<file path="config.mk">
export PLATFORM = sky130hd
export DESIGN_NAME = cdb_arbiter
export DESIGN_NICKNAME = d
export VERILOG_FILES = /design/src/rtl/cdb_arbiter_pkg.sv /design/src/rtl/cdb_fifo.sv /design/src/rtl/cdb_arbiter.sv
export SDC_FILE = /design/constraint.sdc
export NUM_CORES = 1
export LEC_CHECK = 0
export ABC_CLOCK_PERIOD_IN_PS = 7000
export BUFFER_PORTS_ARGS = -buffer_cell sky130_fd_sc_hd__buf_4
export CAP_MARGIN = 40
export CORE_ASPECT_RATIO = 0.7
export CORE_MARGIN = 3
export CORE_UTILIZATION = 52
export DETAILED_ROUTE_END_ITERATION = 10
export PLACE_DENSITY = 0.72
export SKIP_CTS_REPAIR_TIMING = 1
export SLEW_MARGIN = 20
export SYNTH_ARGS = -nofsm -noshare
export SYNTH_HDL_FRONTEND = slang
export SYNTH_SLANG_ARGS = --single-unit
</file>
<file path="constraint.sdc">
create_clock -name clk_in -period 7 [get_ports clk_in]
set_input_delay 1.4 -clock clk_in [delete_from_list [all_inputs] [get_ports clk_in]]
set_output_delay 1.4 -clock clk_in [all_outputs]
set_load 0.01 [all_outputs]
</file>
<file path="src/rtl/cdb_arbiter_pkg.sv">
`default_nettype none
// ============================================================================
// Module   : cdb_arbiter_pkg
// Brief    : Shared constants for the common-data-bus arbiter: ROB tag width,
//            CDB source encodings and CDB payload field widths.
// Revision : 1.0  initial release
// ============================================================================
package cdb_arbiter_pkg;

    // ROB tag width shared with the ROB / reservation station
    localparam int ROB_WIDTH_BIT = 3;

    // CDB payload field widths
    localparam int CDB_VALUE_W  = 32;
    localparam int CDB_TAKEN_W  = 1;
    localparam int CDB_TARGET_W = 32;

    // Grant source encoding as seen on cdb_src
    typedef enum logic {
        CDB_SRC_ALU = 1'b0,
        CDB_SRC_LSB = 1'b1
    } cdb_src_e;

    // Total packed width of one buffered result {rob_id, value, taken, target}
    function automatic int cdb_payload_w(input int rob_w);
        return rob_w + CDB_VALUE_W + CDB_TAKEN_W + CDB_TARGET_W;
    endfunction

endpackage
`default_nettype wire

</file>
<file path="src/rtl/cdb_fifo.sv">
`default_nettype none
// ============================================================================
// Module   : cdb_fifo
// Brief    : Small synchronous FIFO buffering completed results of one
//            execution unit. Clear empties it in one cycle; pointers wrap
//            naturally, the count is one bit wider than the pointers.
// Revision : 1.0  initial release
// ============================================================================
module cdb_fifo #(
    parameter int WIDTH = 8,
    parameter int DEPTH = 2
) (
    input  logic                     clk,
    input  logic                     rst,
    input  logic                     i_clear,
    input  logic                     i_push,
    input  logic                     i_pop,
    input  logic [WIDTH-1:0]         i_data,
    output logic [WIDTH-1:0]         o_data,
    output logic                     o_full,
    output logic                     o_empty,
    output logic [$clog2(DEPTH):0]   o_count
);

    localparam int                   c_ptr_w   = $clog2(DEPTH);
    localparam logic [c_ptr_w-1:0]   c_ptr_one = 1;
    localparam logic [c_ptr_w:0]     c_cnt_one = 1;
    localparam logic [c_ptr_w:0]     c_depth   = (c_ptr_w + 1)'(DEPTH);

    logic [WIDTH-1:0]   mem_q [DEPTH];
    logic [c_ptr_w-1:0] wr_ptr_q, wr_ptr_d;
    logic [c_ptr_w-1:0] rd_ptr_q, rd_ptr_d;
    logic [c_ptr_w:0]   count_q,  count_d;

    // Next-state pointers and count; clear wins over push/pop
    always_comb begin
        wr_ptr_d = wr_ptr_q;
        rd_ptr_d = rd_ptr_q;
        count_d  = count_q;
        if (i_clear) begin
            wr_ptr_d = '0;
            rd_ptr_d = '0;
            count_d  = '0;
        end else begin
            if (i_push) begin
                wr_ptr_d = wr_ptr_q + c_ptr_one;
            end
            if (i_pop) begin
                rd_ptr_d = rd_ptr_q + c_ptr_one;
            end
            case ({i_push, i_pop})
                2'b10:   count_d = count_q + c_cnt_one;
                2'b01:   count_d = count_q - c_cnt_one;
                default: count_d = count_q;
            endcase
        end
    end

    // Pointer and count registers
    always_ff @(posedge clk) begin
        if (rst) begin
            wr_ptr_q <= '0;
            rd_ptr_q <= '0;
            count_q  <= '0;
        end else begin
            wr_ptr_q <= wr_ptr_d;
            rd_ptr_q <= rd_ptr_d;
            count_q  <= count_d;
        end
    end

    // Storage array; contents need no reset because the count gates reads
    always_ff @(posedge clk) begin
        if (i_push && !i_clear) begin
            mem_q[wr_ptr_q] <= i_data;
        end
    end

    assign o_data  = mem_q[rd_ptr_q];
    assign o_full  = (count_q == c_depth);
    assign o_empty = (count_q == '0);
    assign o_count = count_q;

endmodule
`default_nettype wire

</file>
<file path="src/rtl/cdb_arbiter.sv">
`default_nettype none
// ============================================================================
// Module   : cdb_arbiter
// Brief    : Common-data-bus arbiter. Buffers ALU and LSB results in one
//            FIFO each and grants one of them per cycle onto the registered
//            CDB. ROB flush discards everything in flight; rdy_in low pauses.
// Config   : CDB_ROUND_ROBIN_EN defined   -> round-robin on contention
//            CDB_ROUND_ROBIN_EN undefined -> fixed priority, LSB wins ties
// Revision : 1.0  initial release
// ============================================================================
module cdb_arbiter
    import cdb_arbiter_pkg::*;
#(
    parameter int ROB_WIDTH_BIT = cdb_arbiter_pkg::ROB_WIDTH_BIT,
    parameter int FIFO_DEPTH    = 2
) (
    input  logic                      clk_in,
    input  logic                      rst_in,
    input  logic                      rdy_in,
    input  logic                      flush,
    input  logic                      alu_valid,
    output logic                      alu_ready,
    input  logic [ROB_WIDTH_BIT-1:0]  alu_rob_id,
    input  logic [CDB_VALUE_W-1:0]    alu_value,
    input  logic                      alu_br_taken,
    input  logic [CDB_TARGET_W-1:0]   alu_br_target,
    input  logic                      lsb_valid,
    output logic                      lsb_ready,
    input  logic [ROB_WIDTH_BIT-1:0]  lsb_rob_id,
    input  logic [CDB_VALUE_W-1:0]    lsb_value,
    output logic                      cdb_valid,
    output logic [ROB_WIDTH_BIT-1:0]  cdb_rob_id,
    output logic [CDB_VALUE_W-1:0]    cdb_value,
    output logic                      cdb_br_taken,
    output logic [CDB_TARGET_W-1:0]   cdb_br_target,
    output logic                      cdb_src
);

    localparam int                 c_payload_w = cdb_payload_w(ROB_WIDTH_BIT);
    localparam int                 c_cnt_w     = $clog2(FIFO_DEPTH) + 1;
    localparam logic [c_cnt_w-1:0] c_depth     = c_cnt_w'(FIFO_DEPTH);
    // Payload bit positions, packed as {rob_id, value, taken, target}
    localparam int                 c_tg_lsb    = 0;
    localparam int                 c_tk_bit    = CDB_TARGET_W;
    localparam int                 c_val_lsb   = CDB_TARGET_W + CDB_TAKEN_W;
    localparam int                 c_rob_lsb   = c_val_lsb + CDB_VALUE_W;

    logic                     w_alu_push, w_lsb_push;
    logic                     w_alu_pop,  w_lsb_pop;
    logic                     w_clear;
    logic [c_payload_w-1:0]   w_alu_din,  w_lsb_din;
    logic [c_payload_w-1:0]   w_alu_head, w_lsb_head, w_head;
    logic                     w_alu_full, w_lsb_full;
    logic                     w_alu_empty, w_lsb_empty;
    logic [c_cnt_w-1:0]       w_alu_count, w_lsb_count;
    logic                     w_grant_valid;
    cdb_src_e                 w_grant_src;

    cdb_src_e                 last_grant_q, last_grant_d;
    logic                     cdb_valid_q,     cdb_valid_d;
    logic [ROB_WIDTH_BIT-1:0] cdb_rob_id_q,    cdb_rob_id_d;
    logic [CDB_VALUE_W-1:0]   cdb_value_q,     cdb_value_d;
    logic                     cdb_br_taken_q,  cdb_br_taken_d;
    logic [CDB_TARGET_W-1:0]  cdb_br_target_q, cdb_br_target_d;
    logic                     cdb_src_q,       cdb_src_d;

    // Ready looks at the current count only: no same-cycle pop bypass
    assign alu_ready  = !rst_in && (w_alu_count < c_depth);
    assign lsb_ready  = !rst_in && (w_lsb_count < c_depth);

    assign w_alu_push = alu_valid && alu_ready && rdy_in && !flush;
    assign w_lsb_push = lsb_valid && lsb_ready && rdy_in && !flush;
    assign w_clear    = rdy_in && flush;

    assign w_alu_din  = {alu_rob_id, alu_value, alu_br_taken, alu_br_target};
    // Loads/stores never carry a branch outcome
    assign w_lsb_din  = {lsb_rob_id, lsb_value, {CDB_TAKEN_W{1'b0}}, {CDB_TARGET_W{1'b0}}};

    cdb_fifo #(
        .WIDTH (c_payload_w),
        .DEPTH (FIFO_DEPTH)
    ) u_alu_fifo (
        .clk     (clk_in),
        .rst     (rst_in),
        .i_clear (w_clear),
        .i_push  (w_alu_push),
        .i_pop   (w_alu_pop),
        .i_data  (w_alu_din),
        .o_data  (w_alu_head),
        .o_full  (w_alu_full),
        .o_empty (w_alu_empty),
        .o_count (w_alu_count)
    );

    cdb_fifo #(
        .WIDTH (c_payload_w),
        .DEPTH (FIFO_DEPTH)
    ) u_lsb_fifo (
        .clk     (clk_in),
        .rst     (rst_in),
        .i_clear (w_clear),
        .i_push  (w_lsb_push),
        .i_pop   (w_lsb_pop),
        .i_data  (w_lsb_din),
        .o_data  (w_lsb_head),
        .o_full  (w_lsb_full),
        .o_empty (w_lsb_empty),
        .o_count (w_lsb_count)
    );

    // Grant decision from pre-cycle FIFO contents; nothing granted on pause or flush
    always_comb begin
        w_grant_valid = 1'b0;
        w_grant_src   = CDB_SRC_ALU;
        if (rdy_in && !flush) begin
            if (!w_alu_empty && !w_lsb_empty) begin
                w_grant_valid = 1'b1;
`ifdef CDB_ROUND_ROBIN_EN
                if (last_grant_q == CDB_SRC_LSB) begin
                    w_grant_src = CDB_SRC_ALU;
                end else begin
                    w_grant_src = CDB_SRC_LSB;
                end
`else
                w_grant_src = CDB_SRC_LSB;
`endif
            end else if (!w_alu_empty) begin
                w_grant_valid = 1'b1;
                w_grant_src   = CDB_SRC_ALU;
            end else if (!w_lsb_empty) begin
                w_grant_valid = 1'b1;
                w_grant_src   = CDB_SRC_LSB;
            end
        end
    end

    assign w_alu_pop = w_grant_valid && (w_grant_src == CDB_SRC_ALU);
    assign w_lsb_pop = w_grant_valid && (w_grant_src == CDB_SRC_LSB);
    assign w_head    = (w_grant_src == CDB_SRC_LSB) ? w_lsb_head : w_alu_head;

    // Next CDB contents: load granted head, else drop valid and hold data; pause holds all
    always_comb begin
        last_grant_d    = last_grant_q;
        cdb_valid_d     = cdb_valid_q;
        cdb_rob_id_d    = cdb_rob_id_q;
        cdb_value_d     = cdb_value_q;
        cdb_br_taken_d  = cdb_br_taken_q;
        cdb_br_target_d = cdb_br_target_q;
        cdb_src_d       = cdb_src_q;
        if (rdy_in) begin
            if (w_grant_valid) begin
                cdb_valid_d     = 1'b1;
                cdb_rob_id_d    = w_head[c_rob_lsb +: ROB_WIDTH_BIT];
                cdb_value_d     = w_head[c_val_lsb +: CDB_VALUE_W];
                cdb_br_taken_d  = w_head[c_tk_bit];
                cdb_br_target_d = w_head[c_tg_lsb +: CDB_TARGET_W];
                cdb_src_d       = w_grant_src;
                last_grant_d    = w_grant_src;
            end else begin
                cdb_valid_d     = 1'b0;
            end
        end
    end

    // CDB output register and last-grant history
    always_ff @(posedge clk_in) begin
        if (rst_in) begin
            last_grant_q    <= CDB_SRC_LSB;
            cdb_valid_q     <= 1'b0;
            cdb_rob_id_q    <= '0;
            cdb_value_q     <= '0;
            cdb_br_taken_q  <= 1'b0;
            cdb_br_target_q <= '0;
            cdb_src_q       <= 1'b0;
        end else begin
            last_grant_q    <= last_grant_d;
            cdb_valid_q     <= cdb_valid_d;
            cdb_rob_id_q    <= cdb_rob_id_d;
            cdb_value_q     <= cdb_value_d;
            cdb_br_taken_q  <= cdb_br_taken_d;
            cdb_br_target_q <= cdb_br_target_d;
            cdb_src_q       <= cdb_src_d;
        end
    end

    assign cdb_valid     = cdb_valid_q;
    assign cdb_rob_id    = cdb_rob_id_q;
    assign cdb_value     = cdb_value_q;
    assign cdb_br_taken  = cdb_br_taken_q;
    assign cdb_br_target = cdb_br_target_q;
    assign cdb_src       = cdb_src_q;

`ifndef SYNTHESIS
    // Invariants: no push into a full FIFO, and a live broadcast always matches the grant history
    always_ff @(posedge clk_in) begin
        if (!rst_in) begin
            assert (!(w_alu_push && w_alu_full));
            assert (!(w_lsb_push && w_lsb_full));
            assert (!cdb_valid_q || (cdb_src_q == last_grant_q));
        end
    end
`endif

endmodule
`default_nettype wire

</file>
; ---- After elaboration in Yosys (flattened, before gate mapping)
; Memories as Yosys holds them, arrays and structs flattened. A register that Yosys moved wholly into a read port is not among the register bits.
; Index checks and enable logic that the tools add are counted.
[op_classes]
n_lt_le_gt_ge = 2
n_eq_ne = 4
n_reduce_logical = 26
add_sub_neg = 8
bitwise_logic = 1
mux = 19
[ops]
columns = op, n
row1 = $mux 68, 1
row2 = $mux 1, 16
row3 = $logic_and 1x1->1, 15
row4 = $pmux 2 s2, 2
row5 = $logic_not 1->1, 5
row6 = $add 1x1->1 const B, 4
row7 = $add 2x1->2 const B, 2
row8 = $eq 2x1->1 const B, 2
row9 = $eq 2x2->1 const B, 2
row10 = $logic_not 2->1, 2
row11 = $lt 2x2->1 const B, 2
row12 = $reduce_bool 2->1, 2
row13 = $sub 2x1->2 const B, 2
row14 = $reduce_and 2->1, 1
row15 = $reduce_or 2->1, 1
row16 = $not 1->1, 1
[word_totals]
mem_bits_rw = 206
mem_count = 2
word_cells = 74
inputBits = 109
reg_bits = 78
out_inout_bits = 72
[mem_list]
columns = name, depth, width, rd, rd_ports_with_merged_regs, write_ports, line_no
row1 = u_alu_fifo.mem_q, 2, 68, 1, 1, 1, cdb_fifo.sv:30  ; logic [WIDTH-1:0] mem_q [DEPTH];
row2 = u_lsb_fifo.mem_q, 2, 35, 1, 1, 1, cdb_fifo.sv:30

; ---- Depth between registers and ports, before layout
; Gate-level depths: netlist (run 1).
[logic_depth]
ltp_word = 9
depth_mapped = 8
depth_no_buf = 7

; ---- Hierarchy
; A second synthesis (run 1) with hierarchy kept.
[hier_totals]
hier_cells = 793
hier_area_um2 = 13311.5
[modules_own_cells]
columns = module, cells_per_inst, area_each_um2, instances
row1 = cdb_fifo, 234, 5109.9, 2
row2 = cdb_arbiter, 325, 3091.7, 1

; ---- Worst setup path before layout (run 1)
; Ideal clock, no wire load.
[synth_timing]
kind = input-to-reg
from = input rdy_in
to = memory u_alu_fifo.mem_q[1][0] (netlist name), enable pin
arrival_time_ns = 4.714
required_ns = 6.505
slack_ns = 1.791
stages = 4
cell_sequence = nor2b_1 > clkbuf_1 > nand3_1 > nor2_1
[synth_between]
elab_chain_cells = 5
word_cells_on_any_way = 7
cone_classes = mux: 2 / reduce/logical: 5
[synth_rtl]
columns = element, line_no
row1 = from (decl), cdb_arbiter.sv:19  ; input logic rdy_in,
row2 = "$logic_and 1x1->1, on equally long branches", "cdb_arbiter.sv:71, cdb_arbiter.sv:73"
row3 = $logic_and 1x1->1 or $logic_not 1->1 (tied branches), "cdb_arbiter.sv:71, cdb_fifo.sv:74"
row4 = $logic_and 1x1->1 (*), cdb_fifo.sv:74  ; if (i_push && !i_clear) begin
row5 = $mux 1 (*), cdb_fifo.sv:74
row6 = $mux 1 (not written as such) (*), cdb_fifo.sv:75  ; mem_q[wr_ptr_q] <= i_data;
row7 = to (decl), cdb_fifo.sv:30
; Mark *: on every way between the ends. The rest lies on a longest branch, timed or not.

; ---- Worst setup path in the final report (run 1)
[layout_timing]
from = input rst_in
to = output alu_ready
[layout_between]
elab_chain_cells = 2
[layout_rtl]
columns = element, line_no
row1 = from (decl), cdb_arbiter.sv:18  ; input logic rst_in,
row2 = $logic_not 1->1, cdb_arbiter.sv:68  ; assign alu_ready = !rst_in && (w_alu_count < c_depth);
row3 = $logic_and 1x1->1, cdb_arbiter.sv:68
row4 = to (decl), cdb_arbiter.sv:22  ; output logic alu_ready,
; No other way between the ends.

==> impl_metrics.yaml, run 1 <==
sta:
  setup_violations: 0
  max_freq_mhz: 282
  skew_ns: 0.00827
  tightest_slew_ns: 0.741
  fin_crit_sh_pct: 50.7
  slew_headroom_pct: 50.5
  slew_viol_final: 0
  whs_ns: 0.479
  tns_ns: 0
  setup_slack_ns: 3.45
  rsz0062_at_grt: "no"
  final_hold_viol_count: 0
  min_period_ns: 3.55
synthesis:
  syn_area_sq_um: 10600
  yosysMostFrequentCell: "edfxtp_1"
  yosysSeqAreaShare_pct: 73.7
  yosys.area.top_type: "edfxtp_1"
  yosys_warnings: 0
  postSynthCellCount: 665
  ys_types: 34
  synth_flop_cell: "edfxtp_1"
  synth_top_cell_area_share_pct: 58.6
  synth_edf_count: 206
  synth.top_cells.by_count: "206 x edfxtp_1, 80 x dfxtp_1, 68 x mux2_2"
  synth_nets: 776
  ys_ff_latch: 286
  async_flop_share_pct: 0
  avgSynthCellArea_sq_um: 15.9
  synth_area_leaders: "edfxtp_1 59%, dfxtp_1 15%, mux2_2 7.2%, a221o_1 3.3%, mux2i_1 3.3%"
critical_path:
  cp.arrival_ns: 2.15
  critPathCaptureType: "output port"
  required_ns: 5.60
  cp-start-kind: "input pin"
  critPathKind: "input pin to output port"
  critPathMaxFanout: 40
floorplanning:
  std_cell_rows: 42
  io_pins: 181
  start_util_pct: 54.5
  core-area_sq_um: 19400
  die_y_um: 125
  die_w_um: 176
  die-area_sq_um: 22100
detailed_routing:
  detail_route.vias_per_cell: 5.67
  wirelength_um: 23600
  wire_per_inst_um: 21.0
  drtIter0Drc: 563
  vias: 6373
  dr.pass1.iters: 4
  drc: 0
  ant_nets: 0
final_layout:
  instances_no_fill: 1124
  drive_gt1_share_pct: 37.0
  antenna_cells: 0
  n_fill_cell: 1322
  layout.nets: 951
  synthToLayoutAreaGrowth_pct: 24.0
  final_util_pct: 67.6
placed_design:
  port_buffers: 180
  dp_hpwl_um: 15600
  routabilityCongestion: 0.796
  dp_cells: 1074
  dpl_worst_slack_ns: 3.23
power:
  ir_worst_vdd_mv: 0.198
  leakagePower_nw: 4.58
  power-per-cell-area_nw_per_um2: 259
global_routing:
  grt_pass1_wl_um: 36000
  grt_antenna_before_repair: 0
  grt_usage_pct: 20.7
  grt_overflow: 0
  grt_pass1_vias: 6460
  grt_max_degree: 41
cts:
  cts_buffers: 27
  clock_sinks: 286
  cts_tree: "yes"
  path_clk_slew_ns: 0.06
  insertion_delay_ns: 0.52
  clock_tree.buffer_depth: 3
  clock-root-buffer: "clkbuf_16"
  h-tree-depth: 1
hold_path:
  hp-class: "flip-flop to flip-flop"
status:
  outcome: "finished clean"
job:
  maxCapViolCount: 0
[where the power goes]
group          switching, mW  internal (mW)  total (mW)
clock network          0.594          0.815        1.41
logic                 0.0768         0.0672       0.144
registers            0.00865           1.83        1.84
[per-stage QoR]
stage	total power, mW	instance area (sq um)
floorplan	1.93	10600
global placement	2.01	12100
detailed placement	2.02	12200
CTS	3.42	13100
global route	3.49	13100
finish	3.39	13100
[routing by layer]
layer / part of all wire (%) / track usage [%] / up-vias
met4: 1.7 / 4.48 / 0
met3: 9.5 / 4.70 / 34
li1: - / - / 2934
met1: 45 / 31.4 / 3090
met2: 44 / 30.9 / 315
met5: 0 / 0 / -
[critical path, cell delays in order]
cell and delay (ns):
buf_4 0.38, nor2_1 0.17, buf_4 0.19
[placed cells by master, fill, tap and decap left out, drive strengths merged, types with 3 or more instances in the layout]
cell	count
edfxtp	206
buf	194
dfxtp	80
mux2	68
a21oi	43
o21ai	39
nor3	36
nand3	35
mux2i	35
a221o	35
clkbuf	30
clkinv	14
nor2	9
inv	5
or3	4
bufinv	3
[area by class of cell]
class,instances,area (sq um),area share (%)
Inverter,5,18.8,0.143
Clock inverter,19,169,1.29
Sequential cell,286,7790,59.5
Multi-Input combinational cell,326,2530,19.3
Timing Repair Buffer,194,1570,12.0
Clock buffer,30,687,5.24
Tap cell,264,330,2.52
[path summary, 6_finish.rpt]
| check | start | endpoint | slack [ns] | depth (start not counted) |
|---|---|---|---|---|
| setup / recovery | rst_in | alu_ready | 3.45 | 3 |
| hold / removal | cdb_br_target[12]$_SDFFE_PP0P_ | cdb_br_target[12]$_SDFFE_PP0P_ | 0.48 | 2 |
| setup reg to reg | u_alu_fifo.o_count[1]$_SDFFE_PP0P_ | u_alu_fifo.mem_q[0][6]$_DFFE_PP_ | 4.60 | 4 |
| hold reg to reg | cdb_br_target[12]$_SDFFE_PP0P_ | cdb_br_target[12]$_SDFFE_PP0P_ | 0.48 | 2 |
[flip-flops by register name (all words and copies together), names as in the netlist, 2 cells and up, named ones only]
signal	flops
u_lsb_fifo.o_count	2
u_lsb_fifo.mem_q	70
u_alu_fifo.mem_q	136
cdb_rob_id	3
u_alu_fifo.o_count	2
cdb_br_target	32
cdb_value	32
[cells by family after synthesis]
| family | synth area share [%] |
|---|---|
| simple gates | 5.06 |
| xor+xnor | 0.332 |
| compound gates | 7.53 |
| flops | 73.7 |
| fa+ha+maj | 0.237 |
| buf+inv | 2.56 |
| mux | 10.6 |
Note: power is estimated with default switching activity, not from simulation.
==> inputs of run 2 (changes only) <==
--- a/config.mk
+++ b/config.mk
@@ -5,7 +5,7 @@
 export SDC_FILE = /design/constraint.sdc
 export NUM_CORES = 1
 export LEC_CHECK = 0
-export ABC_CLOCK_PERIOD_IN_PS = 7000
+export ABC_CLOCK_PERIOD_IN_PS = 3500
 export BUFFER_PORTS_ARGS = -buffer_cell sky130_fd_sc_hd__buf_4
 export CAP_MARGIN = 40
 export CORE_ASPECT_RATIO = 0.7
==> constraint.sdc (replaced) <==
create_clock -name clk_in -period 3.5 [get_ports clk_in]
set_input_delay 0.7 -clock clk_in [delete_from_list [all_inputs] [get_ports clk_in]]
set_output_delay 0.7 -clock clk_in [all_outputs]
set_load 0.01 [all_outputs]
==> run 2 against run 1 <==
Flip-flop and latch count unchanged. Critical endpoint unchanged. Setup slack worse by 2.1 ns. Via count up 0.80%. Critical path depth unchanged. Worst hold slack worse by 0.12 ns. Cell count up 0.18%.
==> impl_metrics.yaml, run 2 (same netlist as run 1, synthesis figures left out) <==
critical_path:
  cp-start-kind: "input pin"
  critPathKind: "input pin to output port"
  cp.arrival_ns: 1.46
  reg2reg_slack_ns: 1.40
  critPathMaxFanout: 40
  required_ns: 2.80
  critPathCaptureType: "output port"
detailed_routing:
  dr.pass1.iters: 5
  wire_per_inst_um: 20.8
  vias: 6424
  detail_route.vias_per_cell: 5.71
  wirelength_um: 23400
  drc: 0
  ant_nets: 0
  drtIter0Drc: 614
cts:
  cts_tree: "yes"
  clock_tree.buffer_depth: 3
  clock_sinks: 286
  path_clk_slew_ns: 0.06
  clock-root-buffer: "clkbuf_16"
  cts_buffers: 27
  h-tree-depth: 1
  insertion_delay_ns: 0.52
placed_design:
  dp_cells: 1076
  dpl_cell_area_sq_um: 12200
  port_buffers: 180
  dpl_worst_slack_ns: 0.961
  routabilityCongestion: 0.819
  dp_hpwl_um: 15100
final_layout:
  final_common_cell: "edfxtp_1"
  layout.nets: 953
  drive_gt1_share_pct: 36.8
  final_cell_mix: "206 x edfxtp_1, 192 x buf_4, 78 x dfxtp_1"
  largest_reg_flops: 136
  reg_top3: "u_alu_fifo.mem_q (136), u_lsb_fifo.mem_q (70)"
  n_fill_cell: 1335
  stdcell_area_sq_um: 13000
  antenna_cells: 0
  instances_no_fill: 1126
  final_util_pct: 67.3
  largest-register: "u_alu_fifo.mem_q"
  synthToLayoutAreaGrowth_pct: 23.5
global_routing:
  grt_overflow: 0
  grt_antenna_before_repair: 1
  grt_pass1_wl_um: 35700
  grt_max_degree: 41
  grt_pass1_vias: 6431
  grt_usage_pct: 20.5
job:
  maxCapViolCount: 0
power:
  ir_worst_vdd_mv: 0.450
  power-per-cell-area_nw_per_um2: 515
  total_power_mw: 6.72
  leakagePower_nw: 4.57
sta:
  slew_headroom_pct: 53.7
  tns_ns: 0
  setup_slack_ns: 1.34
  whs_ns: 0.362
  final_hold_viol_count: 0
  slew_viol_final: 0
  fin_crit_sh_pct: 61.7
  skew_ns: 0.00780
  setup_violations: 0
  max_freq_mhz: 463
  tightest_slew_ns: 0.694
  rsz0062_at_grt: "no"
  min_period_ns: 2.16
floorplanning:
  core-area_sq_um: 19400
  die_w_um: 176
  die-area_sq_um: 22100
  std_cell_rows: 42
  start_util_pct: 54.5
  io_pins: 181
  die_y_um: 125
status:
  outcome: "finished clean"
hold_path:
  hp-class: "input pin to flip-flop"
-- run 2: cell count changes in the layout (fill, tap and decap cells not counted) --
cell	change
clkinvlp_4	-2
clkinv_1	-3
buf_12	+1
clkbuf_1	+6
bufinv_16	-2
buf_8	-1
buf_16	-3
clkbuf_8	+5
clkinv_2	-4
buf_4	+5
-- run 2: layout make-up --
cell class	count	area (sq um)	area share (%)
multi-input combinational	326	2530	19.4
sequential	286	7790	59.7
clock inverter	8	62.6	0.480
timing repair buffer	196	1530	11.7
clock buffer	41	778	5.97
tap	264	330	2.53
inverter	5	18.8	0.144
-- run 2: power breakdown --
group | total [mW] | leakage (nW) | internal, mW | switching [mW]
registers | 3.68 | 2.51 | 3.66 | 0.0169
logic | 0.286 | 1.65 | 0.133 | 0.152
clock network | 2.76 | 0.416 | 1.60 | 1.16
total | 6.72 | 4.57 | 5.39 | 1.33
-- run 2: worst max-delay path, stage by stage --
cell and delay, ns:
buf_4 0.37, nor2_1 0.17, buf_4 0.19
-- run 2: worst paths after layout --
path,startpoint,end,depth (start not counted)
max,rst_in,alu_ready,3
min,lsb_rob_id[0],u_lsb_fifo.mem_q[1][32]$_DFFE_PP_,1
max reg2reg,u_lsb_fifo.o_count[1]$_SDFFE_PP0P_,u_alu_fifo.o_count[1]$_SDFFE_PP0P_,5
min reg2reg,cdb_br_target[22]$_SDFFE_PP0P_,cdb_br_target[22]$_SDFFE_PP0P_,2
-- run 2: metal layers --
| layer | track usage [%] | part of all wire [%] | wire, um |
|---|---|---|---|
| met3 | 4.58 | 9.0 | 2110 |
| met5 | 0 | 0.073 | 17 |
| met2 | 31.5 | 45 | 10600 |
| met4 | 4.71 | 2.0 | 466 |
| met1 | 30.2 | 44 | 10300 |
